`src/rtl/packet_gather.sv`:
```
// Packet gather: packs up to four beats into one output batch.
// A batch can close early on in_last; a busy output slot holds the batch.
package packet_gather_pkg;

   typedef struct packed {
      logic [7:0] data;
      logic [3:0] tag;
   } packet_t;

endpackage

module packet_gather
   import packet_gather_pkg::*;
#(
   parameter int NUM_PKT = 4
) (
   input  logic                    clk,
   input  logic                    rst_n,
   input  logic                    in_valid,
   output logic                    in_ready,
   input  packet_t                 in_pkt,
   input  logic                    in_last,
   output packet_t [NUM_PKT-1:0]   packets_out,
   output logic                    out_valid,
   input  logic                    out_ready,
   output logic [2:0]              out_count
);

   typedef enum logic {
      S_COLLECT,
      S_PEND
   } state_t;

   state_t                 state_q;
   state_t                 state_d;
   packet_t [NUM_PKT-1:0]  coll_q;
   packet_t [NUM_PKT-1:0]  coll_d;
   packet_t [NUM_PKT-1:0]  fill;
   packet_t [NUM_PKT-1:0]  pkts_q;
   packet_t [NUM_PKT-1:0]  pkts_d;
   logic [1:0]             wr_idx_q;
   logic [1:0]             wr_idx_d;
   logic [2:0]             pcnt_q;
   logic [2:0]             pcnt_d;
   logic [2:0]             cnt_q;
   logic [2:0]             cnt_d;
   logic [2:0]             nxt_cnt;
   logic                   ov_q;
   logic                   ov_d;
   logic                   slot_free;
   logic                   accept;
   logic                   done;

   assign in_ready    = rst_n && (state_q == S_COLLECT);
   assign slot_free   = !ov_q || out_ready;
   assign accept      = in_valid && in_ready;
   assign done        = accept && ((wr_idx_q == 2'd3) || in_last);
   assign nxt_cnt     = {1'b0, wr_idx_q} + 3'd1;

   assign packets_out = pkts_q;
   assign out_valid   = ov_q;
   assign out_count   = cnt_q;

   // The buffer is cleared whenever a batch leaves it, so unwritten
   // entries of the next batch are already zero.
   always_comb begin
      state_d  = state_q;
      coll_d   = coll_q;
      wr_idx_d = wr_idx_q;
      pcnt_d   = pcnt_q;
      pkts_d   = pkts_q;
      cnt_d    = cnt_q;
      ov_d     = ov_q;
      fill     = coll_q;
      fill[wr_idx_q] = in_pkt;

      unique case (state_q)
         S_COLLECT: begin
            if (accept) begin
               coll_d = fill;
               if (done) begin
                  wr_idx_d = 2'd0;
                  if (slot_free) begin
                     pkts_d = fill;
                     cnt_d  = nxt_cnt;
                     ov_d   = 1'b1;
                     coll_d = '0;
                  end else begin
                     state_d = S_PEND;
                     pcnt_d  = nxt_cnt;
                  end
               end else begin
                  wr_idx_d = wr_idx_q + 2'd1;
               end
            end
         end
         S_PEND: begin
            if (slot_free) begin
               pkts_d  = coll_q;
               cnt_d   = pcnt_q;
               ov_d    = 1'b1;
               coll_d  = '0;
               state_d = S_COLLECT;
            end
         end
         default: state_d = S_COLLECT;
      endcase

      if (ov_q && out_ready && (ov_d == ov_q) && (pkts_d == pkts_q)
          && (cnt_d == cnt_q) && !(done && slot_free)
          && !(state_q == S_PEND)) begin
         ov_d = 1'b0;
      end
   end

   always_ff @(posedge clk) begin
      if (!rst_n) begin
         state_q  <= S_COLLECT;
         coll_q   <= '0;
         wr_idx_q <= 2'd0;
         pcnt_q   <= 3'd0;
         pkts_q   <= '0;
         cnt_q    <= 3'd0;
         ov_q     <= 1'b0;
      end else begin
         state_q  <= state_d;
         coll_q   <= coll_d;
         wr_idx_q <= wr_idx_d;
         pcnt_q   <= pcnt_d;
         pkts_q   <= pkts_d;
         cnt_q    <= cnt_d;
         ov_q     <= ov_d;
      end
   end

endmodule

```
`config.mk`:
```
export PLATFORM = sky130hd
export DESIGN_NAME = packet_gather
export DESIGN_NICKNAME = d
export VERILOG_FILES = /design/src/rtl/packet_gather.sv
export SDC_FILE = /design/constraint.sdc
export NUM_CORES = 1
export LEC_CHECK = 0
export ABC_AREA = 0
export CAP_MARGIN = 20
export CORE_MARGIN = 2
export CORE_UTILIZATION = 40
export CTS_BUF_LIST = sky130_fd_sc_hd__clkbuf_2 sky130_fd_sc_hd__clkbuf_4 sky130_fd_sc_hd__clkbuf_8
export DETAILED_ROUTE_END_ITERATION = 12
export GPL_ROUTABILITY_DRIVEN = 1
export GPL_TIMING_DRIVEN = 0
export PLACE_DENSITY = 0.58
export SKIP_CTS_REPAIR_TIMING = 1
export SLEW_MARGIN = 20
export SYNTH_ARGS = -nofsm -noshare
export SYNTH_HDL_FRONTEND = slang
export SYNTH_SLANG_ARGS = --single-unit
```
`constraint.sdc`:
```
create_clock -name clk -period 2 [get_ports clk]
set_input_delay 0.5 -clock clk [delete_from_list [all_inputs] [get_ports clk]]
set_output_delay 0.5 -clock clk [all_outputs]
set_load 0.05 [all_outputs]
```
Yosys cells after proc, flatten, opt, wreduce, memory -nomap -nowiden
Index checks and enable logic that the tools add are counted.
{"block": "op_classes", "reduce_logical": 20, "n_bitwise": 3, "order_cmp": 2, "muxes": 27, "addsub": 2, "eq_ne": 6}
{"cell": "$mux 48", "n": 8}
{"cell": "$pmux 48 s2", "n": 2}
{"cell": "$bwmux 48", "n": 1}
{"cell": "$eq 48x48->1", "n": 1}
{"cell": "$demux 12 s2", "n": 1}
{"cell": "$mux 12", "n": 1}
{"cell": "$mux 3", "n": 4}
{"cell": "$logic_and 1x1->1", "n": 11}
{"cell": "$mux 1", "n": 6}
{"cell": "$pmux 3 s2", "n": 1}
{"cell": "$pmux 1 s2", "n": 2}
{"cell": "$reduce_and 2->1", "n": 2}
{"cell": "$reduce_and 4->1", "n": 1}
{"cell": "$add 2x1->3 const B", "n": 1}
{"cell": "$eq 3x3->1", "n": 1}
{"cell": "$logic_not 1->1", "n": 3}
{"cell": "$lt 2x3->1 const B", "n": 1}
{"cell": "$not 1->1", "n": 3}
{"cell": "$add 2x1->2 const B", "n": 1}
{"cell": "$eq 2x2->1 const B", "n": 1}
{"cell": "$ge 2x1->1 const B", "n": 1}
{"cell": "$logic_or 1x1->1", "n": 2}
{"cell": "$mux 2", "n": 1}
{"cell": "$ne 2x1->1 const B", "n": 1}
{"cell": "3 further kinds", "n": 3}
{"block": "totals", "out_inout_bits": 53, "inputBits": 17, "word_cells": 81, "register_bits": 106}

Depth between registers and ports, before layout
{"block": "depth", "ltp_word": 15, "mapped_depth": 7, "ltp_nobuf": 5}

Least setup slack after synthesis
OpenSTA, ideal clock, no wires.
{"block": "synth_path", "path_kind": "input to output", "from": "input port rst_n", "to": "output port in_ready", "path_buffers": 2, "required_time_ps": 1500, "cell_stages": 4, "slack_ps": -41, "arrival_time_ps": 1541, "path_cell_list": "buf_4 inv_1 clkbuf_1 nor2_1"}
{"block": "synth_via", "elab_chain_len": 1}
{"element": "from (decl)", "line": "18", "text": "input logic rst_n,"}
{"element": "$logic_and 1x1->1", "line": "54", "text": "assign in_ready = rst_n && (state_q == S_COLLECT);"}
{"element": "to (decl)", "line": "20", "text": "output logic in_ready,"}
Every way passes these cells.

Worst setup path in the final report
Ends and elaborated chain as after synthesis.

==> results.tsv <==
metric	value	unit
status	complete, no violations	
nets	617	
path_buf_inv	5	
ff2ff_path_depth	6	
path_cells	clkbuf_2 > buf_6 > inv_1 > buf_2 > nor2_2 > buf_4	
worstPathMaxFanout	10	
portBuffers	68	
pin_count	70	
ir_worst_vdd	289	uV
grt_pass1_vias	4318	
critPathRequiredTime	1.50	ns
rr_startpoint	wr_idx_q[0]	
synthCells	513	
critPathKind	input port to output port	
grt_use_total	23.3	%
min-delay-start	packets_out[17]	
netlist.area_leader.share	40.0	%
placed_area	6210	um^2
slew_headroom	58.3	%
firstDrtPassIters	5	
grt_max_degree	16	
area_delta_synth_final	23.9	%
crit_path_end_kind	output port	
post-route-min-period	1.96	ns
ff2ff_setup_slack	0.11	ns
syn_area	5310	um^2
period_share	97.8	%
fin_area	6580	um^2
max_stage_delay	0.28	ns
synthTopCellsByArea	dfxtp_1 (40%), a221oi_2 (11%), mux2i_1 (8.5%)	
overflow	0	
nFillCells	1220	
setup_viol	0	
min_path_type	register to register	
tightest_slew	0.623	ns
fin_worst_skew	0.0111	ns
grt_pass1_wl	25200	um
cap_violations	0	
syn-num-nets	535	
fmax	0.511	GHz
regToRegEndpoint	packets_out[20]	
cts_htree_levels	3	
power	4360	uW
dp_hpwl	11700	um
power.static_leakage	0.00301	uW
ys_async_sr_fraction	0	%
vias	4582	
antennaDiodeCount	0	
holdPathEnd	packets_out[17]	
synthFlopType	dfxtp_1	
clk_pin_slew	0.09	ns
ant_nets	0	
vias_per_cell	5.90	
wl_per_cell	21.5	um
die-area	14200	um^2
cts_made_buffers	9	
coreArea	13100	um^2
die_y	119	um
synth_top_cell_by_area	dfxtp_1	
yosys_warnings	0	
drt_iter0_drc	385	
initial_core_util	40.6	%
final_hold_viol_count	0	
synth_seq_cells	106	
power.density	663	nW/um^2
cp.arrival	1.46	ns
post-place-ws	-1.16	ns
clock-sinks	106	
crit_family	buffers and inverters	
cts-root-buf	clkbuf_8	
holdPathStages	2	
die_w	119	um
mostFrequentLayoutCell	dfxtp_1	
syn_area_per_cell	10.4	um^2
yosysUniqueCellTypes	49	
timing.final.ws_setup	0.0431	ns
synth_edf_count	0	
synth_seq_area_share	40.0	%
routed_wl	16700	um
cp-start-kind	input port	
rsz0062_at_grt	false	
final_cell_mix	dfxtp_1 (106), inv_1 (54), dlymetal6s2s_1 (52), mux2i_1 (45), o31ai_1 (44)	
drc	0	
gp_congestion	0.903	
cp_slowest_cell	buf_2	
clockBufferDepth	2	
std_cell_rows	42	
slew_violations	0	
cts_tree	done	
antenna_found_initial	0	
layout-drive-gt1-share	20.7	%
clk_latency	0.39	ns
[worst register-to-register path: cells and delay by family, from the launching register on]
family / cells / cell delay (ns)
compound gates: 1 / 0.09
fa+ha+maj: 1 / 0.21
buf+inv: 2 / 0.44
flops: 1 / 0.47
simple gates: 2 / 0.56
[logic make-up after synthesis]
family	after synthesis	share of synthesized area, %
adders and majority gates	5	1.18
buffers and inverters	106	10.0
muxes	48	9.12
AOI/OAI and AO/OA	178	31.8
DFF	106	40.0
and+or+nand+nor	70	7.87
[sequential cells by signal, summed over array words and instances, names as in the netlist]
signal / cells
wr_idx_q: 2
state_q: 1
out_count: 3
out_valid: 1
coll_q: 48
pcnt_q: 3
packets_out: 48
[how the worst max path moves through the flow]
| stage | startpoint | endpoint | cells past startpoint |
|---|---|---|---|
| 6_report | rst_n | in_ready | 6 |
| 5_1_grt | state_q | in_ready | 4 |
| 4_1_cts | rst_n | in_ready | 6 |
| 3_5_place_dp | rst_n | in_ready | 6 |
| 3_3_place_gp | rst_n | in_ready | 6 |
| 2_1_floorplan | rst_n | in_ready | 4 |
[synth_stat cells (8+ instances only)]
master	number
a221oi_2	38
a32o_1	8
buf_2	21
buf_6	12
clkbuf_1	13
dfxtp_1	106
inv_1	54
mux2i_1	45
nand2_1	15
nand3_1	29
o211ai_1	9
o22ai_1	26
o2bb2ai_1	8
o31ai_1	44
[stage by stage]
step / utilization, % / std cells / hold slack, ns / setup TNS, ns
after floorplan: - / 513 / 0.435 / 0
after global placement: 47.5 / 757 / 0.449 / -25.94
after detailed placement: 47.5 / 757 / 0.450 / -27.86
after CTS: 48.9 / 773 / 0.465 / -4.80
after global routing: 50.3 / 776 / 0.470 / 0
final: 50.3 / 776 / 0.458 / 0
[power breakdown]
group	switching (uW)	internal, uW
Sequential	38.7	2170
Combinational	532	279
Clock	752	582
[metal layers]
| metal | track usage (%) | vias to the layer above | share of wire, % |
|---|---|---|---|
| li1 | - | 2145 | - |
| met1 | 32.4 | 2260 | 47 |
| met2 | 36.1 | 151 | 46 |
| met3 | 4.02 | 26 | 4.8 |
| met4 | 8.78 | 0 | 2.1 |
| met5 | 0 | - | 0 |
[cell type report]
type	count	area, um^2	share of cell area, %
Buffer	51	337	5.12
Clock buffer	14	180	2.74
Clock inverter	2	10.0	0.152
Inverter	55	206	3.14
Multi-Input combinational cell	301	2670	40.5
Sequential cell	106	2120	32.3
Tap cell	176	220	3.35
Timing Repair Buffer	71	838	12.7
Power figures use the tool's default switching activity.
